<file path="config.mk">
export PLATFORM = sky130hd
export DESIGN_NAME = sync_sample_fifo
export DESIGN_NICKNAME = d
export VERILOG_FILES = /design/src/rtl/sync_sample_fifo.sv
export SDC_FILE = /design/constraint.sdc
export NUM_CORES = 1
export LEC_CHECK = 0
export BUFFER_PORTS_ARGS = -buffer_cell sky130_fd_sc_hd__buf_4
export CAP_MARGIN = 5
export CORE_UTILIZATION = 45
export DETAILED_ROUTE_END_ITERATION = 6
export GPL_TIMING_DRIVEN = 0
export PLACE_DENSITY = 0.67
export SYNTH_ARGS = -nofsm -noshare
export SYNTH_HDL_FRONTEND = slang
export SYNTH_SLANG_ARGS = --single-unit
</file>
<file path="constraint.sdc">
create_clock -name clk_74a -period 3.29 [get_ports clk_74a]
set_input_delay 0.1645 -clock clk_74a [delete_from_list [all_inputs] [get_ports clk_74a]]
set_output_delay 0.1645 -clock clk_74a [all_outputs]
set_load 0.01 [all_outputs]
</file>
<file path="src/rtl/sync_sample_fifo.sv">
// Single-clock FIFO for packed L/R audio sample words.
// Popped words land in a held register so the I2S shifter reloads from a stable value.
module sync_sample_fifo #(
    parameter int unsigned WIDTH = 32,
    parameter int unsigned DEPTH = 4
) (
    input  logic             clk_74a,
    input  logic             reset_n,
    input  logic             write_en,
    input  logic [WIDTH-1:0] data,
    input  logic             read_en,
    output logic [WIDTH-1:0] data_s,
    output logic             empty,
    output logic             full,
    output logic [$clog2(DEPTH):0] count,
    output logic             overflow
);

    localparam int unsigned AW = $clog2(DEPTH);
    localparam int unsigned CW = AW + 1;
    localparam logic [CW-1:0] FullCount = CW'(DEPTH);

    logic [WIDTH-1:0] mem [DEPTH];

    logic [AW-1:0]    wp_q, wp_d;
    logic [AW-1:0]    rp_q, rp_d;
    logic [CW-1:0]    count_q, count_d;
    logic [WIDTH-1:0] data_s_q, data_s_d;
    logic             overflow_q, overflow_d;

    logic pop;
    logic push;

    // A pop frees a slot in the same cycle, so a full FIFO still accepts a push alongside it.
    assign pop  = read_en && (count_q != '0);
    assign push = write_en && ((count_q != FullCount) || pop);

    always_comb begin
        wp_d       = wp_q;
        rp_d       = rp_q;
        count_d    = count_q;
        data_s_d   = data_s_q;
        overflow_d = write_en && !push;
        if (push) begin
            wp_d = wp_q + AW'(1);
        end
        if (pop) begin
            rp_d     = rp_q + AW'(1);
            data_s_d = mem[rp_q];
        end
        unique case ({push, pop})
            2'b10:   count_d = count_q + CW'(1);
            2'b01:   count_d = count_q - CW'(1);
            default: count_d = count_q;
        endcase
    end

    always_ff @(posedge clk_74a) begin
        if (!reset_n) begin
            wp_q       <= '0;
            rp_q       <= '0;
            count_q    <= '0;
            data_s_q   <= '0;
            overflow_q <= 1'b0;
        end else begin
            wp_q       <= wp_d;
            rp_q       <= rp_d;
            count_q    <= count_d;
            data_s_q   <= data_s_d;
            overflow_q <= overflow_d;
        end
    end

    // Storage is not reset; stale entries are unreachable once the pointers clear.
    always_ff @(posedge clk_74a) begin
        if (reset_n && push) begin
            mem[wp_q] <= data;
        end
    end

    assign data_s   = data_s_q;
    assign count    = count_q;
    assign empty    = (count_q == '0);
    assign full     = (count_q == FullCount);
    assign overflow = overflow_q;

endmodule

</file>
# Word-level counts from Yosys, hierarchy flattened
# Memory sizes are Yosys's and may differ from the RTL's. A register that Yosys moved wholly into a read port is not among the register bits.
# Cells that the tools add are included.
# classes
reduce_logical,10
n_eq_ne,4
addsub,4
n_mux,3
# ops
cell,n
$pmux W3 S2,1
$add A2 B1 Y2 const B,2
$logic_and A1 B1 Y1,4
$add A3 B1 Y3 const B,1
$eq A3 B3 Y1 const B,1
$logic_not A3 Y1,1
$ne A3 B3 Y1 const B,1
$reduce_bool A3 Y1,1
$sub A3 B1 Y3 const B,1
$eq A2 B1 Y1 const B,1
$eq A2 B2 Y1 const B,1
$logic_not A1 Y1,2
$mux W1,2
$reduce_bool A2 Y1,1
$logic_or A1 B1 Y1,1
# word_totals
regBits,8
out_inout_bits,38
in_bits,36
memories,1
ramBits,128
# memory_table
name,words,word_bits,rd,rd_clocked_by_memory_dff,write_ports,line,source
mem,4,32,1,1,1,23,logic [WIDTH-1:0] mem [DEPTH];

# Logic depth before layout (Yosys ltp)
# logic_depth
ltp_word,7
ltp_mapped,8
depth_no_buf,6

# Worst setup path before layout
# Ideal clock, no wire load.
# synth_timing
kind,flip-flop to flip-flop
from,register count_q[0] (netlist: count[0])
to,"memory mem[0][0], enable pin"
t_arrival_ns,1.661
stages_incl_launch_ff,5
path_slack_ns,1.237
synth_period_minus_slack_ns,2.053
path_buffers,0
path_cell_list,dfxtp_1 > or3b_4 > nor2_1 > nor2_1 > and2_1
# synth_via
elab_chain_cells,7
word_cells_on_any_way,8
cone_classes,eq/ne (1); mux (2); reduce/logical (5)
# synth_lines
item,line,source
from (decl),27,"logic [CW-1:0] count_q, count_d;"
from (signal assigned),68,count_q <= count_d;
$reduce_bool A3 Y1,35,assign pop = read_en && (count_q != '0);
$logic_and A1 B1 Y1,35,
$logic_or A1 B1 Y1 (*),36,assign push = write_en && ((count_q != FullCount) || pop);
$logic_and A1 B1 Y1 (*),36,
$logic_and A1 B1 Y1 (*),76,if (reset_n && push) begin
$mux W1 (*),76,
$mux W1 (not written as such) (*),77,mem[wp_q] <= data;
to (decl),23,
# Mark *: on every way between the ends. The rest lies on a longest branch, timed or not.

# Final worst setup path
# layout_timing
from,register count_q[2] (netlist: count[2])
to,"memory mem[1][9], enable pin"
# The elaborated chain is that of the path after synthesis.

==> key figures <==
Status
  • Result of the run: finished, final reports clean

STA
  • Pins Over Slew Limit: 0
  • Period minus WS final: 2.066 ns
  • Setup violations, final: 0
  • Final clock period utilization by the worst path: 0.6280
  • Setup repair after global routing missed its margin: no
  • Final Hold Violating Endpoints: 0
  • Worst-Margin Slew: ~0.91 ns
  • Max-Slew Margin vs Limit: 0.3951
  • Worst-case hold slack: 0.06851 ns
  • Maximum clock skew at final layout: 0.008506 ns
  • Maximum clock rate: 0.4840 GHz
  • Sum of negative setup slack: 0 ns

Layout
  • Fraction of final layout cells with drive strength greater than 1: 0.3024
  • Antenna cells: 0
  • Total area of multi-input combinational cells: roughly 0.0015 mm^2
  • Layout filler cell count: roughly 1,100
  • Layout net count: about 530
  • Footprint of the flip-flops and latches: roughly 0.0046 mm^2
  • Final non-filler cell total: 682
  • Share of the core filled with cells in the final layout: 0.5965
  • Layout overhead on the synthesized area: 26.96%

Worst setup path
  • Worst setup path startpoint: count[2]
  • Reg2Reg Launch Point: count[2]
  • Required time of the critical path: between 3 and 4 ns
  • Crit path launch type: flop
  • Biggest fanout along the worst timing path: 32
  • Path type of the worst setup path: flop to flop
  • Type of element capturing the critical path: flop
  • Arrival time at the worst endpoint: around 2.1 ns

Synth
  • Cell type with the highest aggregate area in the netlist: edfxtp_1
  • Count of synthesis-stage warnings from yosys: 0
  • Post-synth design cell area: 0.006321 mm^2
  • Sequential element share of the synthesized area: 0.7348
  • Mean post-synth cell area: about 17 um^2
  • Synth top area share: 0.6081
  • Number of synthesized flops with an enable pin: 128
  • Synthesized netlist cell count: 368
  • Synth cell types: 29
  • Cells taking the most area after synthesis: edfxtp_1 61%, dfxtp_1 13%, mux4_2 11%, nand2_1 4.1%, a21boi_0 3.8%
  • Dominant register cell in the synthesized netlist: edfxtp_1
  • Share of async-settable or async-resettable flops after synthesis: 0
  • Synthesized net count: approximately 400
  • Post-synthesis register bit count: around 170

Detailed routing
  • Antenna viol nets, final: 0
  • Post-detailed-route wirelength per cell: between 15 and 20 um
  • Routed vias/inst: about 5
  • Violation count after the first detailed-routing iteration: between 200 and 250
  • First-pass detailed-route iteration total: 4
  • Post-detailed-routing wire length: 11,580 um
  • Remaining DRCs: 0
  • Detailed-route via count: 3,425

Global route
  • Wire length of the first global-routing pass: around 18,000 um
  • Maximum number of pins on one net before global-route repair: 33
  • Number of global-route vias before repair: between 3,000 and 4,000
  • Antenna violations before repair: 0
  • Grt ovf: 0
  • Tot GR Track Use: 0.1704

Die
  • Site row count: 42
  • Count of pins on the block boundary: 74
  • Core Area: about 0.013 mm^2
  • Die width: roughly 120 um
  • Initial core utilization: 0.4699
  • Die height: roughly 120 um
  • DIE AREA: between 0.01 and 0.015 mm^2

Place
  • Port Buf Inserts: between 70 and 80
  • GPL Wtd Cong: roughly 0.69
  • Half-perimeter wire length of the detailed placement result: 7141 um
  • Number of placed cells counting well taps: 617

Clocking
  • Worst-skew pair later-pin latency: between 0.4 and 0.5 ns
  • TritonCTS Buffers: 17
  • Root cell of the clock tree: clkbuf_16
  • Clock transition time at the flip-flop clock pins of the worst setup and hold paths: roughly 0.06 ns
  • Total number of H-tree levels: 4
  • Post-CTS setup buffer count: 0
  • Max Buffers Root-to-Sink: 2
  • PostCTS Resize Cnt: 0
  • TritonCTS clock tree: built
  • Number of clock sinks: approximately 170

Pwr
  • Leak Pwr: between 2 and 3 nW
  • Power per Cell Area: 615.7 mW/mm^2
  • Peak VDD IR: 367.3 uV

Flow run
  • Max_cap viols: 0

Hold path
  • Class of the most critical hold timing path: input pin to flop
  • Hold Path Origin: reset_n
-- cells by family after synthesis --
logic type / share of synthesized area
simple gates: 0.06037
flops: 0.7348
xor+xnor: 0.006929
buf+inv: 0.02118
fa+ha+maj: 0.01109
compound gates: 0.04850
mux: 0.1172
-- cell type report --
cell class / count / area share
buffer: 21 / 0.01434
clock buffer: 22 / 0.05784
clock inverter: 10 / 0.01200
inverter: 5 / 0.002339
multi-input combinational: 174 / 0.1929
sequential: 168 / 0.5787
tap: 176 / 0.02744
timing repair buffer: 106 / 0.1144
-- state kept, by name (all words and copies together) (netlist names) --
| signal | cells |
|---|---|
| overflow | 1 |
| mem | 128 |
| rp_q | 2 |
| count | 3 |
| wp_q | 2 |
| data_s | 32 |
-- worst max-delay path: stages (launching register included) --
cell     delay [ns]
dfxtp_1        0.38
or3b_4         0.30
nor2_1         0.04
nor2_1         0.18
and2_2         0.78
-- cells in the final DEF, fill, tap and decap left out, types with 3 or more instances in the layout --
cell | synthesis | routed
edfxtp_1 | 128 | 128
buf_4 | 8 | 79
nand2_1 | 69 | 69
dfxtp_1 | 40 | 40
dlygate4sd3_1 | 0 | 33
mux4_2 | 32 | 32
a21boi_0 | 32 | 32
clkbuf_16 | 0 | 17
clkbuf_1 | 8 | 11
inv_1 | 5 | 5
buf_2 | 5 | 5
nor2_1 | 5 | 5
and2_2 | 0 | 4
and2_1 | 8 | 4
ha_1 | 4 | 4
clkinvlp_4 | 0 | 4
nand2b_1 | 3 | 3
xor2_1 | 3 | 3
-- Yosys cell counts (3+ instances only) --
library cell and number:
edfxtp_1 128, nand2_1 69, dfxtp_1 40, a21boi_0 32, mux4_2 32, and2_1 8
buf_4 8, clkbuf_1 8, buf_2 5, inv_1 5, nor2_1 5, ha_1 4
nand2b_1 3, xor2_1 3
-- path summary, 6_finish.rpt --
check                                  end  slack, ns  depth (start not counted)
worst max-delay path             mem[1][9]       1.22                          4
worst max register to register   mem[1][9]       1.22                          4
worst min register to register  data_s[24]       0.46                          2
worst min-delay path              count[2]       0.07                          3
-- per-layer routing --
layer | vias up | GRT usage | wire [um]
met5 | - | 0 | 0
met4 | 0 | 0.07639 | 196
met3 | 16 | 0.03443 | 467
met2 | 79 | 0.2909 | 5947
met1 | 1706 | 0.2099 | 4966
li1 | 1624 | - | -
-- what timing repair did --
| action | in CTS | in global routing |
|---|---|---|
| endpoints found under the hold margin | 129 | 0 |
| hold buffers | 33 | 0 |
| endpoints found under the setup margin | 0 | 0 |
-- through the flow --
step	setup WS (ns)	power, mW	instance area, um^2
2_1_floorplan	1.237	2.864	6321
3_3_place_gp	0.4563	3.085	7074
3_5_place_dp	1.066	3.107	7134
4_1_cts	1.173	4.976	8025
5_1_grt	1.047	5.112	8025
6_report	1.224	4.941	8025
-- power by group --
| part | total, mW | switching, mW | internal (mW) |
|---|---|---|---|
| sequential | 2.44 | 0.0509 | 2.39 |
| clock | 1.86 | 0.775 | 1.08 |
| combinational | 0.637 | 0.312 | 0.325 |
No activity file was read; power rests on OpenSTA's default activity.
